<file path="config.mk">
export PLATFORM = sky130hd
export DESIGN_NAME = tube_scan_ctrl
export DESIGN_NICKNAME = d
export VERILOG_FILES = /design/src/rtl/tube_scan_ctrl.sv
export SDC_FILE = /design/constraint.sdc
export NUM_CORES = 1
export LEC_CHECK = 0
export BUFFER_PORTS_ARGS = -buffer_cell sky130_fd_sc_hd__buf_4
export CAP_MARGIN = 20
export CORE_AREA = 2 2 99 101
export CTS_CLUSTER_SIZE = 30
export DETAILED_ROUTE_END_ITERATION = 12
export DIE_AREA = 0 0 101 103
export PLACE_DENSITY = 0.74
export REMOVE_ABC_BUFFERS = 1
export SLEW_MARGIN = 25
export SYNTH_ARGS = -nofsm -noshare
export SYNTH_HDL_FRONTEND = slang
export SYNTH_SLANG_ARGS = --single-unit
</file>
<file path="constraint.sdc">
create_clock -name clk -period 2.4 [get_ports clk]
set_input_delay 0.24 -clock clk [delete_from_list [all_inputs] [get_ports clk]]
set_output_delay 0.24 -clock clk [all_outputs]
set_load 0.05 [all_outputs]
</file>
<file path="src/rtl/tube_scan_ctrl.sv">
// Avalon-MM multiplexed 7-segment tube scanner with dead-time blanking and frame IRQ.
// Define TUBE_SCAN_HEXDEC_EN to add the CTRL.DECODE hex-to-7-segment path.
module tube_scan_ctrl #(
    parameter int NUM_DIGITS = 4,
    parameter int SEG_W      = 8,
    parameter int SCAN_DIV   = 50000,
    parameter int DEAD_CYC   = 16
) (
    input  logic                  clk,
    input  logic                  reset,
    input  logic [3:0]            address,
    input  logic                  chipselect,
    input  logic                  write_n,
    input  logic [31:0]           writedata,
    output logic [31:0]           readdata,
    output logic                  irq,
    output logic [NUM_DIGITS-1:0] tube_en,
    output logic [SEG_W-1:0]      seg_out
);

    logic                  wr;
    logic                  scan_en;
    logic                  blank;
    logic                  irq_en;
    logic                  decode;
    logic [NUM_DIGITS-1:0] mask;
    logic [15:0]           div;
    logic                  frame_done;
    logic [SEG_W-1:0]      dig [NUM_DIGITS];
    logic [15:0]           cnt;
    logic [2:0]            idx;
    logic [15:0]           div_eff;
    logic [SEG_W-1:0]      dig_cur;
    logic                  mask_cur;
    logic [SEG_W-1:0]      seg_val;
    logic                  div_wr;
    logic                  slot_end;
    logic                  last;
    logic                  fd_set;
    logic                  fd_clr;
    logic                  unused;

    assign wr       = chipselect & ~write_n;
    assign div_wr   = wr && (address == 4'd2);
    assign div_eff  = (div < 16'(DEAD_CYC)) ? 16'(DEAD_CYC) : div;
    assign slot_end = (cnt >= div_eff);
    assign last     = (idx == 3'(NUM_DIGITS - 1));
    assign fd_set   = scan_en && !div_wr && slot_end && last;
    assign fd_clr   = wr && (address == 4'd3) && writedata[0];
    assign irq      = frame_done & irq_en;
    assign unused   = ^writedata[31:16];

    // Loop mux avoids indexing past NUM_DIGITS with the 3-bit idx.
    always_comb begin
        dig_cur  = '0;
        mask_cur = 1'b0;
        for (int i = 0; i < NUM_DIGITS; i++) begin
            if (idx == 3'(i)) begin
                dig_cur  = dig[i];
                mask_cur = mask[i];
            end
        end
    end

`ifdef TUBE_SCAN_HEXDEC_EN
    logic [7:0] cur8;
    logic [6:0] hex7;

    assign cur8 = 8'(dig_cur);

    always_comb begin
        hex7 = 7'h00;
        case (cur8[3:0])
            4'h0: hex7 = 7'h3F;
            4'h1: hex7 = 7'h06;
            4'h2: hex7 = 7'h5B;
            4'h3: hex7 = 7'h4F;
            4'h4: hex7 = 7'h66;
            4'h5: hex7 = 7'h6D;
            4'h6: hex7 = 7'h7D;
            4'h7: hex7 = 7'h07;
            4'h8: hex7 = 7'h7F;
            4'h9: hex7 = 7'h6F;
            4'hA: hex7 = 7'h77;
            4'hB: hex7 = 7'h7C;
            4'hC: hex7 = 7'h39;
            4'hD: hex7 = 7'h5E;
            4'hE: hex7 = 7'h79;
            default: hex7 = 7'h71;
        endcase
    end

    assign seg_val = decode ? SEG_W'({cur8[7], hex7}) : dig_cur;
`else
    assign decode  = 1'b0;
    assign seg_val = dig_cur;
`endif

    always_ff @(posedge clk) begin
        if (reset) begin
            scan_en    <= 1'b0;
            blank      <= 1'b0;
            irq_en     <= 1'b0;
`ifdef TUBE_SCAN_HEXDEC_EN
            decode     <= 1'b0;
`endif
            mask       <= '1;
            div        <= 16'(SCAN_DIV - 1);
            frame_done <= 1'b0;
            for (int i = 0; i < NUM_DIGITS; i++) dig[i] <= '0;
            cnt        <= '0;
            idx        <= '0;
            tube_en    <= '1;
            seg_out    <= '1;
        end else begin
            if (wr && (address == 4'd0)) begin
                scan_en <= writedata[0];
                blank   <= writedata[1];
                irq_en  <= writedata[3];
`ifdef TUBE_SCAN_HEXDEC_EN
                decode  <= writedata[2];
`endif
            end
            if (wr && (address == 4'd1)) mask <= writedata[NUM_DIGITS-1:0];
            if (div_wr) div <= writedata[15:0];
            for (int i = 0; i < NUM_DIGITS; i++) begin
                if (wr && (address == 4'(8 + i))) dig[i] <= writedata[SEG_W-1:0];
            end

            // A DIV write restarts the current slot from its dark phase.
            if (!scan_en) begin
                cnt <= '0;
                idx <= '0;
            end else if (div_wr) begin
                cnt <= '0;
            end else if (slot_end) begin
                cnt <= '0;
                idx <= last ? 3'd0 : idx + 3'd1;
            end else begin
                cnt <= cnt + 16'd1;
            end

            if (fd_set)      frame_done <= 1'b1;
            else if (fd_clr) frame_done <= 1'b0;

            if (!scan_en) begin
                tube_en <= '1;
                seg_out <= '1;
            end else begin
                seg_out <= ~seg_val;
                if ((cnt >= 16'(DEAD_CYC)) && mask_cur && !blank)
                    tube_en <= ~(NUM_DIGITS'(1) << idx);
                else
                    tube_en <= '1;
            end
        end
    end

    always_comb begin
        readdata = '0;
        case (address)
            4'd0: readdata = {28'd0, irq_en, decode, blank, scan_en};
            4'd1: readdata = 32'(mask);
            4'd2: readdata = {16'd0, div};
            4'd3: readdata = {25'd0, idx, 3'd0, frame_done};
            default: ;
        endcase
        for (int i = 0; i < NUM_DIGITS; i++) begin
            if (address == 4'(8 + i)) readdata = 32'(dig[i]);
        end
    end

endmodule

</file>
-- Yosys cells after proc, flatten, opt, wreduce, memory -nomap -nowiden
Memory sizes are Yosys's and may differ from the RTL's.
Cells that the tools add are included.
Widths: inputs -> output; s select.
- RAM bits: 32
- memories kept: 1
- word-level logic and storage cells: 97
- flip-flop bits (word level): 55
- output and inout port bits: 45
- order comparisons: 3
- add/sub/neg operators: 2
- shift-type cells: 1
- reductions and logical operators: 23
- multiplexer cells: 35
- eq/ne operators: 10
- bitwise gates (word level): 12
- memories (memory ; words ; width ; read ports ; clocked after Yosys merged registers in ; write ports ; RTL line ; source):
    dig ; 4 ; 8 ; 4 ; 0 ; 4 ; 29 ; logic [SEG_W-1:0] dig [NUM_DIGITS];
- operator list (kind ; count):
    $mux 32 ; 4
    $mux 8 ; 8
    $pmux 16 s4 ; 1
    $mux 1 ; 20
    $add 16x1->16 const B ; 1
    $eq 4x4->1 const B ; 4
    $ge 16x16->1 ; 1
    $ge 16x5->1 const B ; 1
    $lt 16x5->1 const B ; 1
    $mux 16 ; 1
    $logic_and 1x1->1 ; 14
    $eq 4x2->1 const B ; 2
    $not 8->8 ; 1
    $eq 3x2->1 const B ; 2
    $eq 4x1->1 const B ; 1
    $logic_not 4->1 ; 1
    $not 1->1 ; 4
    $not 4->4 ; 1
    $or 1x1->1 ; 4
    $reduce_or 4->1 ; 1
    $shl 1x3->4 const A ; 1
    $add 3x1->3 const B ; 1
    $eq 3x1->1 const B ; 1
    $logic_not 3->1 ; 1
    7 further kinds ; 9

-- Longest topological paths before layout
- depth in word-level cells: 9
- depth in mapped cells: 10
- gate-level depth less buffers: 9

-- Worst setup path after synthesis
Ideal clock, no wire load.
- path type: reg2reg
- from: register div[5]
- to: register cnt[10]
- data required time: 2336 ps
- setup slack: -41 ps
- stages on the path, launching flop included: 11
- buffers on the path: 1
- arrival time: 2377 ps
- path through: dfxtp_1 nor4_1 nand3_1 and2_1 ha_1 nand2b_1 a2111o_1 a31oi_1 nand3_2 buf_4 nor2_1
- word-level cells in the longest chain between the ends: 4
- RTL lines (what ; RTL line ; source):
    start: declaration ; 27 ; logic [15:0] div;
    start signal: assignment ; 108 ; div <= 16'(SCAN_DIV - 1);
    start signal: assignment ; 125 ; if (div_wr) div <= writedata[15:0];
    $lt 16x5->1 ; 45 ; assign div_eff = (div < 16'(DEAD_CYC)) ? 16'(DEAD_CYC) : div;
    $mux 16 * ; 45 ;
    $ge 16x16->1 * ; 46 ; assign slot_end = (cnt >= div_eff);
    $reduce_or 4->1 (no line) * ; -- ;
    end signal: assignment ; 140 ; cnt <= cnt + 16'd1;
    end: declaration ; 30 ; logic [15:0] cnt;
Mark *: on every way between the ends. The rest lies on a longest branch, timed or not.
A chain may end at the register's enable or synchronous reset.

-- Worst setup path after layout
- from: register div[4]
- to: register cnt[9]
The elaborated chain is that of the path after synthesis.

==> summary.md <==
| Metric | Value |
|---|---|
| Status | complete, no violations |
| Dominant cell by count in the synthesized netlist | nand2_1 |
| Clock skew | 0.0131 ns |
| Distinct cells, synth | 49 |
| Critical Path AT | 2.65 ns |
| Logic pwr share | 11.1% |
| Die X | 101 microns |
| Sequential share of the synthesized area | 44.0% |
| Worst Path Max Fanout | 7 |
| Placed wire-length estimate | 8630 microns |
| Area grow syn2layout | 20.1% |
| Mean post-synth cell area | 8.88 sq um |
| Final hold violation count | 0 |
| Worst setup EP type | register |
| Syn. warnings | 0 |
| First-pass GRT wire length | 18500 microns |
| Commonest cells post-synth | nand2_1, dfxtp_1, nor2_1 |
| Critical Path RT | 2.71 ns |
| Post-synthesis async set-or-reset flop share | 0% |
| CTS buffer count | 9 |
| Setup CP Type | register to register |
| Initial Util | 49.6% |
| Final std cell area, no fill | 0.00563 sq mm |
| PortBufs | 52 |
| CP delay by family, top | simple AND/OR/NAND/NOR gates |
| Post-CTS Setup Inserts | 0 |
| Iter 0 DRT Violations | 273 |
| Worst Hold Class | input pin to register |
| Worst Path Buf+Inv | 1 |
| Final Critical Period | 2.34 ns |
| Number of synthesized register bits | 87 |
| Worst r2r src | div[4] |
| Post-synth EDFFs | 32 |
| Sequential Power Share | 54.7% |
| Via count | 4037 |
| Synth top area share | 23.5% |
| Max cap viols | 0 |
| Crit path cell chain | nor4_4 -> nand3_2 -> and2_4 -> ha_4 -> nand2b_4 -> a2111o_1 -> a31oi_2 -> nand3_2 -> buf_8 -> nor2_4 |
| Element type at the critical path start | register |
| Core area | 0.00946 sq mm |
| Dominant cell type by area after synthesis | dfxtp_1 |
| GRT Overall Usage | 23.1% |
| Max transition margin | 55.3% |
| Post-DP Area | 0.00525 sq mm |
| Clock latency on the worst-skew pair | 0.37 ns |
| Slew @ Worst Pin | 0.668 ns |
| Worst vdd ir | 0.000508 V |
| Slowest cell on the critical path | a2111o_1 |
| Wire per inst | 16.5 microns |
| Leakage | 2.24 nW |
| DR vias/cell | 5.68 |
| Int Pwr | 2.11 mW |
| ANT cells | 0 |
| Die Y-Extent | 103 microns |
| Power, Total | 2.90 mW |
| GRT Residual Overflow | 0 |
| Mapped Area | 0.00469 sq mm |
| Remaining antenna violation count after routing | 0 |
| Initial antenna violation count | 0 |
| Hold_sp | writedata[14] |
| Cells after Synth | 528 |
| PwrDens | 514 mW/mm^2 |
| H-tree lvl count | 3 |
| Largest cells by area after synthesis | dfxtp_1, edfxtp_1, nand2_1, ha_1, and2_1 |
| Slew Viols, Final | 0 |
| Root Driver | clkbuf_8 |
| RSZ-0062 raised after global routing | true |
| Layout net count | 654 |
| Clk pwr share | 34.2% |
| Fin crit share | 97.5% |
| Die area | 0.0104 sq mm |
| WL final | 11700 microns |
| Largest net degree at the start of global routing | 32 |
| I/O pin cnt | 85 |
| CP most frequent cell | nand3_2 |
| Setup TNS | 0 ns |
| Switching Share | 27.2% |
| Critical path launch point | div[4] |
| Non-filler cells in the finished layout | 711 |
| Hold buffers post-CTS | 0 |
| FP Rows | 36 |
| Setup-failing EPs final | 0 |
| # DRC | 0 |
| GP Congestion | 0.901 |
| Net Switching | 0.788 mW |
| Vias in the first global route | 3840 |
| Main flop type after synthesis | dfxtp_1 |
| CTS tree | built |
| Placed cells | 695 |
| Clock Tree Buf Depth | 2 |
| Layout cell share with drive strength beyond 1 | 20.6% |
| CP max stage delay | 0.39 ns |
| Clock Sinks | 87 |
| Max Clk Rate | 428 MHz |
| First-pass iteration count of the detailed router | 5 |
| Clock transition at the registers of the reported paths | 0.08 ns |
final timing paths:
check	end	slack, ns	depth (start not counted)
setup reg to reg	cnt[9]	0.06	10
hold reg to reg	blank	0.49	2
setup / recovery	cnt[9]	0.06	10
hold / removal	div[14]	0.07	2
flip-flops by register name (all words and copies together) (netlist names), 3 cells and up:
register / flops
dig: 32
cnt: 16
div: 16
seg_out: 8
mask: 4
tube_en: 4
idx: 3
cells by family after synthesis:
| kind of cell | after synthesis | synth area share [%] |
|---|---|---|
| XOR/XNOR | 14 | 2.61 |
| adder cells (fa/ha/maj) | 22 | 5.87 |
| multiplexers | 8 | 1.73 |
| AO/OA/AOI/OAI | 96 | 13.3 |
| AND/OR/NAND/NOR | 244 | 26.2 |
| flip-flops | 87 | 44.0 |
| buffers and inverters | 56 | 6.24 |
| other | 1 | 0.0799 |
layout make-up:
class	instances	area, sq um
clock buffer	11	153
clock inverter	5	37.5
fill	811	3830
inverter	17	63.8
multi-input combinational	400	2560
sequential	87	2070
tap	114	143
timing repair buffer	77	606
power groups by stage:
stage | Sequential [mW] | Combinational [mW] | Clock (mW)
4_1_cts | 1.58 | 0.320 | 1.01
3_5_place_dp | 1.62 | 0.317 | 0
5_1_grt | 1.59 | 0.343 | 1.07
2_1_floorplan | 1.61 | 0.194 | 0
6_report | 1.58 | 0.322 | 0.989
3_3_place_gp | 1.61 | 0.314 | 0
layer usage:
layer | wire length, microns | global-route usage (%) | up-vias
li1 | - | - | 1942
met1 | 5050 | 30.6 | 1907
met2 | 5620 | 37.5 | 165
met3 | 841 | 4.61 | 23
met4 | 211 | 8.63 | 0
met5 | 0 | 0 | -
timing repair:
action,4_1_cts,5_1_grt
gates resized for setup,17,24
gates cloned,0,0
pin swaps,18,2
setup endpoints to repair,20,20
cells in the final DEF, fill, tap and decap left out, types with 3 or more instances in the layout:
cell	netlist	final
nor4_4	0	3
ha_1	22	20
nand4_1	8	8
nand3b_1	15	15
o21ai_0	20	20
conb_1	1	16
nand2_1	82	81
xnor2_1	8	8
dfxtp_2	0	3
and4_1	3	3
a32o_1	3	3
nor2b_1	8	8
nor4_1	6	3
a21o_1	5	5
dfxtp_1	55	52
nor2_1	48	37
nand3_1	10	9
clkbuf_8	0	9
and2_1	33	32
edfxtp_1	32	32
xor2_1	6	6
nor2_2	0	3
a2bb2oi_1	3	3
buf_4	17	73
a211oi_1	3	3
a21oi_1	33	33
mux2i_1	7	7
nor2_4	1	9
nand2b_1	6	5
and3_1	15	15
a22oi_1	3	3
inv_1	17	17
nor3_1	4	3
a211o_1	9	9
metrics by stage:
stage / hold slack [ns] / worst slack (ns) / util (%)
CTS: 0.0551 / -0.0110 / 58.4
global placement: 0.442 / -0.119 / 55.5
global route: 0.0654 / -0.0549 / 59.6
detailed placement: 0.448 / -0.291 / 55.5
floorplan: 0.309 / -0.0970 / -
finish: 0.0697 / 0.0611 / 59.6
worst reg2reg max path, delay by kind of cell (launching register included):
family,cells,cell delay [ns]
AOI/OAI and AO/OA,2,0.55
adders and majority gates,1,0.20
buffers and inverters,1,0.20
DFF,1,0.34
and+or+nand+nor,6,1.00
Note: power is estimated with default switching activity, not from simulation.
